**config.mk**
```make
export PLATFORM = sky130hd
export DESIGN_NAME = vga_frame_update_arbiter
export DESIGN_NICKNAME = d
export VERILOG_FILES = /design/src/rtl/vga_pkg.sv /design/src/rtl/rr_arbiter.sv /design/src/rtl/vga_frame_update_arbiter.sv
export SDC_FILE = /design/constraint.sdc
export NUM_CORES = 1
export LEC_CHECK = 0
export ABC_AREA = 1
export CAP_MARGIN = 25
export CORE_ASPECT_RATIO = 1.75
export CORE_UTILIZATION = 53
export CTS_BUF_LIST = sky130_fd_sc_hd__clkbuf_8
export DETAILED_ROUTE_END_ITERATION = 8
export DONT_BUFFER_PORTS = 1
export PLACE_DENSITY = 0.66
export SYNTH_ARGS = -nofsm -noshare
export SYNTH_HDL_FRONTEND = slang
export SYNTH_SLANG_ARGS = --single-unit
```
**constraint.sdc**
```tcl
create_clock -name clk -period 2.84 [get_ports clk]
set_input_delay 0.142 -clock clk [delete_from_list [all_inputs] [get_ports clk]]
set_output_delay 0.142 -clock clk [all_outputs]
set_load 0.01 [all_outputs]
```
**src/rtl/vga_pkg.sv**
```systemverilog
// rtl/vga_pkg.sv - shared constants and FSM encoding for the display update arbiter
package vga_pkg;

    localparam int NUM_PLAYERS = 4;
    localparam int SCORE_W     = 16;

    typedef enum logic [1:0] {
        ST_IDLE  = 2'd0,
        ST_SCAN  = 2'd1,
        ST_GRANT = 2'd2
    } state_t;

endpackage

```
**src/rtl/rr_arbiter.sv**
```systemverilog
// rtl/rr_arbiter.sv - combinational round-robin pick from an eligibility mask and a start pointer
module rr_arbiter #(
    parameter int NUM_REQ = 4,
    parameter int IDX_W   = (NUM_REQ > 1) ? $clog2(NUM_REQ) : 1
) (
    input  logic [NUM_REQ-1:0] elig,
    input  logic [IDX_W-1:0]   ptr,
    output logic [NUM_REQ-1:0] onehot,
    output logic [IDX_W-1:0]   idx,
    output logic               valid
);

    logic [IDX_W-1:0] cand;

    // Walk upward from ptr with wrap; the first eligible requester wins.
    always_comb begin
        onehot = '0;
        idx    = '0;
        valid  = 1'b0;
        cand   = '0;
        for (int off = 0; off < NUM_REQ; off++) begin
            cand = IDX_W'((int'(ptr) + off) % NUM_REQ);
            if (!valid && elig[cand]) begin
                valid        = 1'b1;
                idx          = cand;
                onehot[cand] = 1'b1;
            end
        end
    end

endmodule

```
**src/rtl/vga_frame_update_arbiter.sv**
```systemverilog
// rtl/vga_frame_update_arbiter.sv - vblank-gated round-robin writer of the display's per-player shadow values
module vga_frame_update_arbiter
    import vga_pkg::*;
#(
    parameter int NUM_REQ = NUM_PLAYERS,
    parameter int DATA_W  = SCORE_W
) (
    input  logic                        clk,
    input  logic                        rst,
    input  logic                        vblank,
    input  logic [NUM_REQ-1:0]          req,
    input  logic [NUM_REQ*DATA_W-1:0]   wdata,
    output logic [NUM_REQ-1:0]          gnt,
    output logic [NUM_REQ*DATA_W-1:0]   disp_data,
    output logic [7:0]                  frame_cnt,
    output logic                        commit
);

    localparam int IDX_W = (NUM_REQ > 1) ? $clog2(NUM_REQ) : 1;

    state_t             state_q, state_d;
    logic [NUM_REQ-1:0] served_q;
    logic [NUM_REQ-1:0] elig;
    logic [NUM_REQ-1:0] pick_onehot;
    logic [IDX_W-1:0]   pick_idx;
    logic [IDX_W-1:0]   pick_q;
    logic [IDX_W-1:0]   rr_ptr_q;
    logic               pick_valid;
    logic               wrote_q;
    logic               start_frame;
    logic               issue_grant;
    logic               do_write;
    logic               commit_d;

    // Anyone already written this blank is masked until the next vblank entry.
    assign elig = req & ~served_q;

    rr_arbiter #(
        .NUM_REQ (NUM_REQ),
        .IDX_W   (IDX_W)
    ) u_rr_arbiter (
        .elig   (elig),
        .ptr    (rr_ptr_q),
        .onehot (pick_onehot),
        .idx    (pick_idx),
        .valid  (pick_valid)
    );

    always_ff @(posedge clk) begin
        if (rst) begin
            state_q <= ST_IDLE;
        end else begin
            state_q <= state_d;
        end
    end

    always_comb begin
        state_d     = state_q;
        start_frame = 1'b0;
        issue_grant = 1'b0;
        do_write    = 1'b0;
        commit_d    = 1'b0;
        case (state_q)
            ST_IDLE: begin
                if (vblank) begin
                    state_d     = ST_SCAN;
                    start_frame = 1'b1;
                end
            end
            ST_SCAN: begin
                if (!vblank) begin
                    state_d  = ST_IDLE;
                    commit_d = wrote_q;
                end else if (pick_valid) begin
                    state_d     = ST_GRANT;
                    issue_grant = 1'b1;
                end
            end
            ST_GRANT: begin
                // The write always completes even if vblank has just dropped.
                do_write = 1'b1;
                if (vblank) begin
                    state_d = ST_SCAN;
                end else begin
                    state_d  = ST_IDLE;
                    commit_d = 1'b1;
                end
            end
            default: state_d = ST_IDLE;
        endcase
    end

    always_ff @(posedge clk) begin
        if (rst) begin
            gnt       <= '0;
            disp_data <= '0;
            served_q  <= '0;
            wrote_q   <= 1'b0;
            rr_ptr_q  <= '0;
            pick_q    <= '0;
            frame_cnt <= 8'd0;
            commit    <= 1'b0;
        end else begin
            commit <= commit_d;
            gnt    <= issue_grant ? pick_onehot : '0;
            if (start_frame) begin
                served_q  <= '0;
                wrote_q   <= 1'b0;
                frame_cnt <= frame_cnt + 8'd1;
            end
            if (issue_grant) begin
                pick_q <= pick_idx;
            end
            if (do_write) begin
                disp_data[pick_q*DATA_W +: DATA_W] <= wdata[pick_q*DATA_W +: DATA_W];
                served_q[pick_q] <= 1'b1;
                wrote_q          <= 1'b1;
                rr_ptr_q         <= (pick_q == IDX_W'(NUM_REQ - 1)) ? '0 : pick_q + 1'b1;
            end
        end
    end

endmodule
```
# Word-level counts from Yosys, hierarchy flattened
# Index checks and enable logic that the tools add are counted.
word_totals:
  mem_count: 0
  reg_bits: 88
  in_bits: 71
  latch_bits: 0
  mem_bits_rw: 0
  elab_cells: 106
  rom_bits: 0
classes:
  n_lt_le_gt_ge: 10
  n_bitwise: 7
  n_addsub: 6
  n_reduce_logical: 15
  n_shift: 3
  n_mul: 0
  mux: 51
  n_eq_ne: 5
  div_mod_pow: 0
op_table:
  columns: ["operator", "count"]
  rows:
  - ["bitwise mux 64 bit", 1]
  - ["variable shift 16 x 34 -> 64 bit (first input constant)", 1]
  - ["variable part select 16 x 34 -> 64 bit", 1]
  - ["variable part select 64 x 7 -> 16 bit", 1]
  - ["negation 6 -> 34 bit", 1]
  - ["two-way mux 4 bit", 7]
  - ["two-way mux 1 bit", 24]
  - ["two-way mux 2 bit", 8]
  - ["bitwise OR 4 bit", 4]
  - ["< comparator 2 x 3 -> 1 bit (second input constant)", 5]
  - ["demux 1 bit (select 2 bit)", 5]
  - [">= comparator 2 x 1 -> 1 bit (second input constant)", 5]
  - ["adder 8 x 1 -> 8 bit (second input constant)", 1]
  - ["binary-select mux 1 bit (select 2 bit)", 4]
  - ["logical AND 1 bit", 8]
  - ["one-hot mux 2 bit (3 select lines)", 1]
  - ["adder 2 x 1 -> 2 bit (second input constant)", 2]
  - ["adder 2 bit (second input constant)", 2]
  - ["bitwise AND 4 bit", 1]
  - ["equality test 2 bit (second input constant)", 2]
  - ["inverter 4 bit", 1]
  - ["zero test 1 bit", 3]
  - ["!= test 3 bit (second input constant)", 1]
  - ["equality test 2 x 1 -> 1 bit (second input constant)", 1]
  - ["7 further kinds", 7]

# Logic depth before layout (Yosys ltp)
depth:
  word_depth: 19
  ltp_mapped: 13
  ltp_nobuf: 12

# Cells and area by module
# A second synthesis with hierarchy kept.
unflattened:
  hier_cells: 678
  hier_area_um2: 4660.7
modules_own_cells:
  columns: ["mod", "instances", "seq_area_each_um2", "area_per_inst_um2", "cells_each"]
  rows:
  - ["vga_frame_update_arbiter", 1, 1761.7, 4220.3, 604]
  - ["rr_arbiter", 1, 0.0, 440.4, 74]

# Worst setup path before layout
# OpenSTA, ideal clock, no wires.
synth_path:
  kind: "register -> register"
  startpoint: "register pick_q[0]"
  endpoint: "register disp_data[10]"
  path_slack_ns: 0.675
  arrival_time_ns: 2.094
  required_time_ns: 2.770
  path_stages_with_launch: 10
  synth_period_minus_slack_ns: 2.165
  path_cell_list: "dfxtp_1 > buf_4 > inv_4 > buf_6 > buf_2 > ha_1 > nor4_4 > buf_6 > nand3_2 > a21oi_2"
synth_via:
  elab_chain_len: 3
  elab_cells_between_ends: 5
  cone_classes: "add/sub (1); shift (3); mux (1)"
synth_rtl:
  columns: ["element", "line_no", "source"]
  rows:
  - ["from (decl)", "vga_frame_update_arbiter.sv:26", "logic [IDX_W-1:0] pick_q;"]
  - ["from (signal assigned)", "vga_frame_update_arbiter.sv:112", "pick_q <= pick_idx;"]
  - ["variable part select 64 x 7 -> 16 bit / negation 6 -> 34 bit (equally long branches)", "vga_frame_update_arbiter.sv:115", "disp_data[pick_q*DATA_W +: DATA_W] <= wdata[pick_q*DATA_W +: DATA_W];"]
  - ["variable part select 16 x 34 -> 64 bit / variable shift 16 x 34 -> 64 bit (equally long branches)", "vga_frame_update_arbiter.sv:115", null]
  - ["bitwise mux 64 bit (*)", "vga_frame_update_arbiter.sv:115", null]
  - ["to (signal, indexed assignment)", "vga_frame_update_arbiter.sv:115", null]
  - ["to (decl)", "vga_frame_update_arbiter.sv:14", "output logic [NUM_REQ*DATA_W-1:0] disp_data,"]
# Mark *: on every way between the ends. The rest lies on a longest branch, timed or not.
# A chain may end at the register's enable or synchronous reset.

# Final worst setup path
layout_path:
  startpoint: "register pick_q[1]"
  endpoint: "register disp_data[2]"
# The elaborated chain is that of the path after synthesis.

==> impl_metrics.csv <==
group,metric,value,unit
run_status,outcome,"completed",
worst_hold_path,hold_path_class,"input port to flop",
floorplanning,die_area,9390,µm²
grt,grt_pass1_wl,19200,µm
grt,grt_use_total,0.265,
clock_tree,cts_tree,"yes",
place,gp_congestion,0.849,
critical_path,slowest_stage,"dfxtp_1",
critical_path,path_depth,8,
grt,grt_overflow_total,0,
floorplanning,start_util,0.549,
cells_and_area,utilization,0.579,
floorplanning,rows,45,
cells_and_area,layout_common_cells,"227 x nand2_1, 88 x dfxtp_1, 69 x a21oi_1",
critical_path,crit_fanout,21,
sta,hold_viol,0,
power,power_per_cell_area,541,nW/µm²
detailed_routing,drt_first_iter_violations,146,
sta,setup_slack,0.710,ns
critical_path,r2r_end,"disp_data[2]",
floorplanning,core_area,8670,µm²
clock_tree,cts-buffers-inserted,9,
sta,fin_crit,2.13,ns
detailed_routing,route.detailed.drc,0,
synth,synth_top_area_frac,0.370,
place,port_buffers,0,
detailed_routing,wl_per_cell,15.8,µm
critical_path,r2r_slack,0.71,ns
critical_path,worstReg2RegStart,"pick_q[1]",
synth,synth-seq-area-share,0.370,
detailed_routing,first_pass_iters,4,
synth,yosysWarningCount,0,
clock_tree,cts_resized,0,
sta,finalSetupViolCount,0,
clock_tree,clock_latency,0.36,ns
worst_hold_path,min_path_cells,4,
clock_tree,cts_setup_buffers,0,
cells_and_area,fin_nets,722,
worst_hold_path,min_to,"state_q[0]",
floorplanning,dieHeight,127,µm
detailed_routing,ant_nets,0,
critical_path,cp-end-kind,"flop",
sta,rsz0062_at_grt,"no",
floorplanning,die_x,73.7,µm
clock_tree,root_buffer,"clkbuf_8",
worst_hold_path,hp-start,"vblank",
grt,grt_antenna_before_repair,0,
critical_path,reg2reg_depth,8,
sta,drv_slew,0,
grt,grt_pass1_vias,3843,
clock_tree,hold_buffers,2,
detailed_routing,vias,4163,
synth,yosys-top-cells-area,"dfxtp_1 37%, nand2_1 18%, a21oi_1 7.2%, ha_1 5.5%, nand3_1 5.4%",
run,cap_viol_max_count,0,
clock_tree,cts_buffer_depth,2,
critical_path,crit_path_cell_trace,"inv_2 > ha_1 > buf_4 > inv_4 > nor4_4 > buf_4 > nand3_1 > a21oi_1",
clock_tree,clk_pin_slew,0.09,ns
sta,max-slew-margin-rel,0.544,
synth,syn_nets,735,
grt,grt_max_degree,73,
power,power.total,2.71,mW
synth,ys_ff_latch,88,
critical_path,start_kind,"flop",
synth,synth.largest_area_cell,"dfxtp_1",
sta,hold_slack,0.0666,ns
sta,setup_tns,0,ns
clock_tree,cts_sinks,88,
cells_and_area,final_common_cell,"nand2_1",
detailed_routing,viasPerCell,5.54,
cells_and_area,areaGrowthSynthToFinish,5.36,%
cells_and_area,final_area,5020,µm²
place,dpl.hpwl,8940,µm
detailed_routing,totalWireLength,11900,µm
power,peakVddDrop,0.390,mV
sta,finalClockSkew,0.0117,ns
sta,fmax,469,MHz
place,dpl-instance-area,4780,µm²
critical_path,slowest_delay,0.33,ns
critical_path,path_class,"flop to flop",
critical_path,crit_top_cell,"buf_4",
cells_and_area,drive_gt1_frac,0.161,
critical_path,cp.arrival,2.43,ns
cells_and_area,stdcell_count,752,
synth,syn-mean-instance-area,7.41,µm²
sta,finalCritPeriodShare,0.750,
synth,syn-instance-count,643,
cells_and_area,antennaDiodeCount,0,
floorplanning,io_pins,148,
synth,netlist_area,4760,µm²
sta,tightestPinTransition,0.684,ns
place,place_inst,734,
critical_path,crit_family,"buffers and inverters",
critical_path,cp.required,3.14,ns
clock_tree,cts_max_level,3,
critical_path,crit_buf_inv,4,
power,leakage,1.82,nW
synth,synth.distinct_cells,34,
place,dp_slack,0.726,ns
how the worst max path moves through the flow:
stage,from,to,slack [ns]
floorplan,pick_q[0],disp_data[10],0.68
global placement,pick_q[1],disp_data[4],0.79
detailed placement,pick_q[1],disp_data[2],0.73
CTS,pick_q[1],disp_data[5],0.69
global route,pick_q[1],disp_data[0],0.51
finish,pick_q[1],disp_data[2],0.71
layer usage:
metal  vias to the layer above  track usage  routed length [µm]
met5                         -            0                   0
met3                        15       0.0639                 649
li1                       2090            -                   -
met1                      1931        0.277                4440
met2                       127        0.501                6620
met4                         0       0.0848                 166
cell type report:
type                            instances  area (µm²)
Tap cell                              117         146
Sequential cell                        88        1760
Clock buffer                            9         124
Fill cell                             855        3650
Multi-Input combinational cell        490        2680
Inverter                               31         129
Timing Repair Buffer                   10        97.6
Clock inverter                          7        77.6
report_power, final:
group / internal (mW) / total (mW) / leakage, nW / switching, mW
Combinational: 0.152 / 0.540 / 1.01 / 0.388
Sequential: 1.26 / 1.29 / 0.710 / 0.0281
Clock: 0.414 / 0.888 / 0.100 / 0.474
worst register-to-register path, cell delays in order (launching register included):
cell     delay [ns]
dfxtp_1        0.33
inv_2          0.30
ha_1           0.22
buf_4          0.29
inv_4          0.16
nor4_4         0.22
buf_4          0.30
nand3_1        0.11
a21oi_1        0.14
registers in the layout, summed over array words and instances, names as in the netlist:
| name | count |
|---|---|
| served_q | 4 |
| commit | 1 |
| pick_q | 2 |
| rr_ptr_q | 2 |
| wrote_q | 1 |
| gnt | 4 |
| state_q | 2 |
| disp_data | 64 |
| frame_cnt | 8 |
cell usage after synthesis:
cell type  count
nor3_4         1
buf_1          1
nand3_1       51
o21ai_0        5
nand2_1      227
nand3b_4       1
nor3_1         1
nand2_2        8
nor3_2        17
nor2_8         1
ha_1          21
buf_4          5
a21oi_2       10
clkbuf_1      13
inv_8          1
nor4_4         1
a21oi_1       69
nor2_1        25
nand3_4        3
nand3b_1       1
o21ai_1        3
nor2_2         4
o21ai_2        1
buf_6          4
nand3_2       17
buf_2         11
nand2_8        1
nand4_1       17
inv_2          5
inv_1         23
dfxtp_1       88
nand2_4        4
nor3b_1        1
inv_4          2
cell families after synthesis:
family                     Yosys count  share of synthesized area
adders and majority gates           21                     0.0552
AOI/OAI and AO/OA                   88                      0.101
DFF                                 88                      0.370
and+or+nand+nor                    381                      0.407
buffers and inverters               65                     0.0670
No activity file was read; power rests on OpenSTA's default activity.
